===== src/rtl/pipe_stage_reg.sv =====
// pipe_stage_reg: valid/ready pipeline stage register with flush bubbles and optional skid entry
// Ports: clk, rst (sync, active-high), flush (squash held entries);
//   in_valid/in_ready/in_data/in_ctrl from upstream, out_valid/out_ready/out_data/out_ctrl
//   to downstream, occupancy = number of held entries.
// Define PIPE_SKID_EN for a second (skid) entry so in_ready depends on registers only.
module pipe_stage_reg #(
  parameter int DATA_W = 32,
  parameter int CTRL_W = 5
) (
  input  logic              clk,
  input  logic              rst,
  input  logic              flush,
  input  logic              in_valid,
  output logic              in_ready,
  input  logic [DATA_W-1:0] in_data,
  input  logic [CTRL_W-1:0] in_ctrl,
  output logic              out_valid,
  input  logic              out_ready,
  output logic [DATA_W-1:0] out_data,
  output logic [CTRL_W-1:0] out_ctrl,
  output logic [1:0]        occupancy
);
  logic              r_main_v, w_main_v;
  logic [DATA_W-1:0] r_main_d, w_main_d;
  logic [CTRL_W-1:0] r_main_c, w_main_c;
  logic              w_in_acc, w_out_acc;
  assign w_in_acc  = in_valid & in_ready;
  assign w_out_acc = r_main_v & out_ready;
  assign out_valid = r_main_v;
  assign out_data  = r_main_d;
  assign out_ctrl  = r_main_c;
`ifdef PIPE_SKID_EN
  logic              r_skid_v, w_skid_v;
  logic [DATA_W-1:0] r_skid_d, w_skid_d;
  logic [CTRL_W-1:0] r_skid_c, w_skid_c;
  assign in_ready  = !r_skid_v & !rst;
  assign occupancy = {1'b0, r_main_v} + {1'b0, r_skid_v};
  // Skid only fills when main is held; a full skid blocks input, so TWO never sees an input accept.
  always_comb begin
    w_main_v = r_main_v;
    w_main_d = r_main_d;
    w_main_c = r_main_c;
    w_skid_v = r_skid_v;
    w_skid_d = r_skid_d;
    w_skid_c = r_skid_c;
    if (flush) begin
      w_main_v = 1'b0;
      w_main_c = '0;
      w_skid_v = 1'b0;
      w_skid_c = '0;
    end else if (r_skid_v) begin
      if (w_out_acc) begin
        w_main_d = r_skid_d;
        w_main_c = r_skid_c;
        w_skid_v = 1'b0;
      end
    end else if (w_in_acc && (!r_main_v || w_out_acc)) begin
      w_main_v = 1'b1;
      w_main_d = in_data;
      w_main_c = in_ctrl;
    end else if (w_in_acc) begin
      w_skid_v = 1'b1;
      w_skid_d = in_data;
      w_skid_c = in_ctrl;
    end else if (w_out_acc) begin
      w_main_v = 1'b0;
    end
  end
  always_ff @(posedge clk) begin
    if (rst) begin
      r_main_v <= 1'b0;
      r_main_d <= '0;
      r_main_c <= '0;
      r_skid_v <= 1'b0;
      r_skid_d <= '0;
      r_skid_c <= '0;
    end else begin
      r_main_v <= w_main_v;
      r_main_d <= w_main_d;
      r_main_c <= w_main_c;
      r_skid_v <= w_skid_v;
      r_skid_d <= w_skid_d;
      r_skid_c <= w_skid_c;
    end
  end
`else
  // Single entry: accepting while the held entry leaves keeps full throughput.
  assign in_ready  = (!r_main_v | out_ready) & !rst;
  assign occupancy = {1'b0, r_main_v};
  always_comb begin
    w_main_v = r_main_v;
    w_main_d = r_main_d;
    w_main_c = r_main_c;
    if (flush) begin
      w_main_v = 1'b0;
      w_main_c = '0;
    end else if (w_in_acc) begin
      w_main_v = 1'b1;
      w_main_d = in_data;
      w_main_c = in_ctrl;
    end else if (w_out_acc) begin
      w_main_v = 1'b0;
    end
  end
  always_ff @(posedge clk) begin
    if (rst) begin
      r_main_v <= 1'b0;
      r_main_d <= '0;
      r_main_c <= '0;
    end else begin
      r_main_v <= w_main_v;
      r_main_d <= w_main_d;
      r_main_c <= w_main_c;
    end
  end
`endif
endmodule


===== config.mk =====
export PLATFORM = sky130hd
export DESIGN_NAME = pipe_stage_reg
export DESIGN_NICKNAME = d
export VERILOG_FILES = /design/src/rtl/pipe_stage_reg.sv
export SDC_FILE = /design/constraint.sdc
export NUM_CORES = 1
export LEC_CHECK = 0
export BUFFER_PORTS_ARGS = -buffer_cell sky130_fd_sc_hd__clkbuf_2
export CORE_MARGIN = 1.5
export CORE_UTILIZATION = 47
export CTS_BUF_LIST = sky130_fd_sc_hd__clkbuf_8
export CTS_CLUSTER_DIAMETER = 80
export DETAILED_ROUTE_END_ITERATION = 7
export PLACE_DENSITY = 0.82
export SYNTH_ARGS = -nofsm -noshare
export SYNTH_HDL_FRONTEND = slang
export SYNTH_SLANG_ARGS = --single-unit

===== constraint.sdc =====
create_clock -name clk -period 1.5 [get_ports clk]
set_input_delay 0.075 -clock clk [delete_from_list [all_inputs] [get_ports clk]]
set_output_delay 0.075 -clock clk [all_outputs]
set_load 0.1 [all_outputs]

==> results of run 1 <==
layer usage:
metal	vias to the layer above	routed length [um]	global-route usage, %
li1	862	-	-
met4	0	30	4.44
met5	-	0	0
met3	4	273	5.59
met1	823	2000	29.8
met2	70	2250	40.7
report_power, final:
| part | switching, W | internal (W) | leakage (nW) |
|---|---|---|---|
| logic | 0.000556 | 0.000132 | 0.731 |
| registers | 0.0000284 | 0.00106 | 0.311 |
| clock network | 0.000330 | 0.000364 | 0.0524 |
| total | 0.000914 | 0.00156 | 1.09 |
layout make-up:
type	instances	area (um^2)	share of cell area, %
multi-input cells	120	743	34.2
clock inverters	2	8.76	0.403
flip-flops and latches	38	762	35.1
inverters	2	7.51	0.346
repair buffers	93	510	23.5
clock buffers	6	82.6	3.80
well taps	46	57.6	2.65
path summary, 6_finish.rpt:
path | start | endpoint | slack, ns
max | out_valid | in_ready | 0.18
min reg2reg | out_data[1] | out_data[1] | 0.47
min | in_data[29] | out_data[29] | 0.01
max reg2reg | out_valid | out_data[31] | 0.29
layout by cell type (no fill, tap or decap), types with 2 or more instances in the layout:
master / netlist / routed
clkbuf_2: 0 / 80
dfxtp_1: 38 / 37
nand2_1: 33 / 33
nand4_1: 32 / 32
o311ai_1: 25 / 25
buf_4: 7 / 12
o311ai_0: 7 / 7
clkbuf_8: 0 / 6
nand3_1: 5 / 5
o21ai_0: 5 / 5
a21oi_1: 5 / 5
inv_1: 2 / 3
nor2_1: 3 / 2
sequential cells by signal, summed over array words and instances (netlist names):
| signal | count |
|---|---|
| out_ctrl | 5 |
| out_data | 32 |
| out_valid | 1 |
metrics by stage:
stage               area (um^2)  setup WS, ns  utilization [%]  power (W)
global route               2170         0.114             64.1    0.00257
finish                     2170         0.183             64.1    0.00247
floorplan                  1690       0.00155                -    0.00166
detailed placement         2080         0.230             61.4    0.00180
CTS                        2170         0.181             64.1    0.00248
global placement           2080         0.269             61.4    0.00179
worst max-delay path, delay by kind of cell, from the launching register on:
kind	cells	cell delay, ns
flip-flops	1	0.36
AND/OR/NAND/NOR	2	0.20
buffers and inverters	2	0.40
kinds of logic (layout without fill, tap and decap cells):
kind of cell	Yosys count	count (layout)
AO/OA/AOI/OAI	42	42
AND/OR/NAND/NOR	77	77
flip-flops	38	38
other	1	1
buffers and inverters	29	103
==> results.toml, run 1 <==
[sta]
skew_ns = 0.00278
fin_crit_sh_pct = 87.8
finalSetupTns_ns = 0
rsz0062_at_grt = "false"
report.final.slew_viol_count = 0
maxSlewHeadroom_pct = 63.1
tightest_slew_ns = 0.556
setup_viol = 0
hold_viol_final = 0
fin_crit_ns = 1.32
fmax_ghz = 0.759
hold_ws_ns = 0.0140

[clock_network]
clk_path_buf_depth = 2
cts_resized = 0
cts_hold_buffers = 0
clock-sinks = 38
clk_pin_slew_worst_paths_ns = 0.07
cts_buffers = 5
post_cts_buffers = 0
cts_root_buf = "clkbuf_8"
clkLatencyLatePin_ns = 0.28
cts_tree = "built"
cts_max_level = 2

[synth]
synth_nets = 229
yosysMostFrequentCell = "dfxtp_1"
synthAdderAreaFrac_pct = 0
netlist.area_leader.share_pct = 45.2
syn_area_per_cell_um2 = 8.99
ys_ff_latch = 38
synth_compound_area_share_pct = 19.6
synth_top_family_by_area = "simple AND/OR/NAND/NOR gates"
synth.distinct_cells = 20
synth.area.top_cells = "dfxtp_1 45%, o311ai_1 13%, nand4_1 12%"
synth-xor-area-share_pct = 0
yosys-top-cells-count = "38 x dfxtp_1, 33 x nand2_1, 32 x nand4_1"
ys.flop_type = "dfxtp_1"
ys_seq_area_share_pct = 45.2
syn_area_mm2 = 0.00168
yosys.area.top_type = "dfxtp_1"
synthSimpleGateAreaFrac_pct = 23.9
synth-async-reset-ratio_pct = 0
synthCells = 187
synth-edff-count = 0
yosysWarnings = 0
synthMuxAreaShare_pct = 0

[critical_path]
crit_slowest_cell = "dfxtp_2"
crit_fanout = 19
critical_path.max_stage_delay_ns = 0.36
critical_path_arrival_ns = 1.24
r2r_cells = 4
critPathKind = "reg2out"
required_ns = 1.42
start_kind = "flip-flop"
worstSetupEndpointType = "primary output"
crit_chain = "nor2b_4, buf_4, nor2_4, buf_12"

[route]
wl_per_cell_um = 14.9
drt-pass1-iter-count = 4
wirelength_um = 4560
drc = 0
drt_iter0_markers = 202
vias_per_cell = 5.73
antenna_left = 0
vias = 1759

[placement]
dp_hpwl_um = 3100
port_buffers = 81
place_inst = 299
globalplace.congestion = 0.777

[die]
dieWidth_um = 62.8
fp-row-count = 21
initial_core_util_pct = 49.6
die_h_um = 62.8
core_area_mm2 = 0.00339
pin_count = 83
die-area_mm2 = 0.00395

[min_path]
holdPathStages = 3
min_path_type = "in2reg"

[pwr]
powerDensity_mw_per_mm2 = 1140
p_leak_nw = 1.09
ir_drop_v = 0.000725

[run_status]
status = "completed"

[global_routing]
grt_usage_pct = 23.5
grt_max_degree = 38
antenna_found_initial = 0
grt_overflow = 0
grt_pass1_vias = 1618
grt_pass1_wl_um = 7510

[layout]
drive_above_1_share_pct = 39.8
diodes = 0
stdcell_count = 307
area_growth_pct = 29.2
nFillCells = 302
num-nets-final = 302

[job]
drv_cap = 0
Power figures use the tool's default switching activity.
==> inputs of run 2 (changes only) <==
--- a/config.mk
+++ b/config.mk
@@ -6,7 +6,7 @@
 export NUM_CORES = 1
 export LEC_CHECK = 0
 export BUFFER_PORTS_ARGS = -buffer_cell sky130_fd_sc_hd__clkbuf_2
-export CORE_MARGIN = 1.5
+export CORE_MARGIN = 3
 export CORE_UTILIZATION = 47
 export CTS_BUF_LIST = sky130_fd_sc_hd__clkbuf_8
 export CTS_CLUSTER_DIAMETER = 80
==> run 2 against run 1 <==
Sequential share of layout area is 0.12 points higher. Worst hold slack worse by 0.0069 ns. Die area is 9.8% higher. Register-to-register slack worse by 0.03 ns. Clock skew hardly changed. Cell area is 0.35% lower. Setup slack better by 0.020 ns. Largest power group unchanged.
==> results.toml, run 2 (synthesis gave the netlist of run 1 again) <==
[sta]
tightest_slew_ns = 0.608
hold_ws_ns = 0.00715
rsz0062_at_grt = "false"
skew_ns = 0.00296
fmax_ghz = 0.771
setup_viol = 0
hold_viol_final = 0
worst_slack_ns = 0.203
maxSlewHeadroom_pct = 59.5
report.final.slew_viol_count = 0
finalSetupTns_ns = 0
fin_crit_sh_pct = 86.5
fin_crit_ns = 1.30

[die]
dieWidth_um = 65.8
initial_core_util_pct = 49.6
pin_count = 83
die-area_mm2 = 0.00433
fp-row-count = 21
core_area_mm2 = 0.00339
die_h_um = 65.8

[layout]
layout_common_cells = "80 x clkbuf_2, 37 x dfxtp_1, 33 x nand2_1"
fin_util_pct = 63.9
final_area_mm2 = 0.00216
largest_register_ffs = 32
final_common_cell = "clkbuf_2"
area_growth_pct = 28.7
num-nets-final = 299
drive_above_1_share_pct = 38.8
diodes = 0

[critical_path]
crit_slowest_cell = "dfxtp_2"
rr_startpoint = "out_valid"
required_ns = 1.42
crit_chain = "nor2b_4, buf_4, nor2_4, buf_12"
worstSetupEndpointType = "primary output"
critical_path.max_stage_delay_ns = 0.34
critical_path_arrival_ns = 1.22
critPathKind = "reg2out"
r2r_cells = 4
crit_family = "buffers and inverters"
start_kind = "flip-flop"
reg2reg_to = "out_data[23]"
r2r_slack_ns = 0.26
crit_fanout = 17
path_buf_inv = 2

[pwr]
pwr-share-comb_pct = 27.5
p_int_w = 0.00155
pwr-share-seq_pct = 44.0
power.switching_w = 0.000919
p_leak_nw = 1.09
ir_drop_v = 0.000611
power.share.clock_pct = 28.4
powerDensity_mw_per_mm2 = 1140
swShare_pct = 37.2

[placement]
port_buffers = 81
dp_hpwl_um = 2940
place_area_mm2 = 0.00206
globalplace.congestion = 0.745
post-place-ws_ns = 0.213

[route]
wl_per_cell_um = 14.5
drc = 0
antenna_left = 0
vias_per_cell = 5.67
drt_iter0_markers = 236
vias = 1725
drt-pass1-iter-count = 4
wirelength_um = 4410

[clock_network]
clock-sinks = 38
cts_buffers = 5
cts_resized = 0
cts_max_level = 2
cts_root_buf = "clkbuf_8"
cts_tree = "built"
clk_path_buf_depth = 2
clk_pin_slew_worst_paths_ns = 0.07
clkLatencyLatePin_ns = 0.28

[global_routing]
grt_pass1_wl_um = 6910
grt_overflow = 0
antenna_found_initial = 0
grt_usage_pct = 20.3
grt_pass1_vias = 1581
grt_max_degree = 38

[min_path]
holdPathStages = 3
worstHoldStart = "in_data[25]"
min_to = "out_data[25]"
min_path_type = "in2reg"

[job]
drv_cap = 0

[run_status]
status = "completed"
[run 2: changes by cell type in the layout (fill, tap and decap cells not counted)]
cell,before,now
dlygate4sd3_1,0,1
buf_12,1,2
buf_4,12,7
[run 2: timing repair]
item | in CTS | in global routing
buffers inserted | 0 | 0
endpoints found under the hold margin | 1 | 0
hold buffers | 1 | 0
[run 2: worst max path at each step]
stage               cells after the start  slack, ns  startpoint           to
floorplan                               4      0.002   out_valid  out_data[0]
global placement                        5       0.24       flush    out_valid
detailed placement                      5       0.21       flush    out_valid
CTS                                     4       0.19   out_valid     in_ready
global route                            4       0.14   out_valid     in_ready
finish                                  4       0.20   out_valid     in_ready
[run 2: cell type report]
| cell class | count | area, um^2 |
|---|---|---|
| fill | 293 | 1220 |
| clock buffer | 6 | 82.6 |
| sequential | 38 | 762 |
| timing repair buffer | 90 | 503 |
| clock inverter | 2 | 8.76 |
| tap | 46 | 57.6 |
| inverter | 2 | 7.51 |
| multi-input combinational | 120 | 743 |
[run 2: worst min-delay path: stages]
cell      delay, ns
clkbuf_2       0.08
nand4_1        0.05
nand2_1        0.04
[run 2: metal layers]
| metal | share of wire (%) | wire length (um) | global-route usage, % |
|---|---|---|---|
| met5 | 0 | 0 | 0 |
| met1 | 41 | 1790 | 25.5 |
| met3 | 8.3 | 364 | 5.10 |
| met4 | 1.9 | 84 | 9.07 |
| met2 | 49 | 2170 | 32.5 |
[run 2: metrics by stage]
stage / instances / total power, W
after global routing: 304 / 0.00257
after detailed placement: 295 / 0.00179
final: 304 / 0.00247
after floorplan: 187 / 0.00166
after CTS: 304 / 0.00249
after global placement: 295 / 0.00178
[run 2: power groups by stage]
stage	logic (W)	registers, W	clock network (W)
finish	0.000681	0.00109	0.000703
global route	0.000712	0.00109	0.000760
CTS	0.000682	0.00109	0.000721
detailed placement	0.000680	0.00111	0
global placement	0.000675	0.00111	0
floorplan	0.000184	0.00147	0
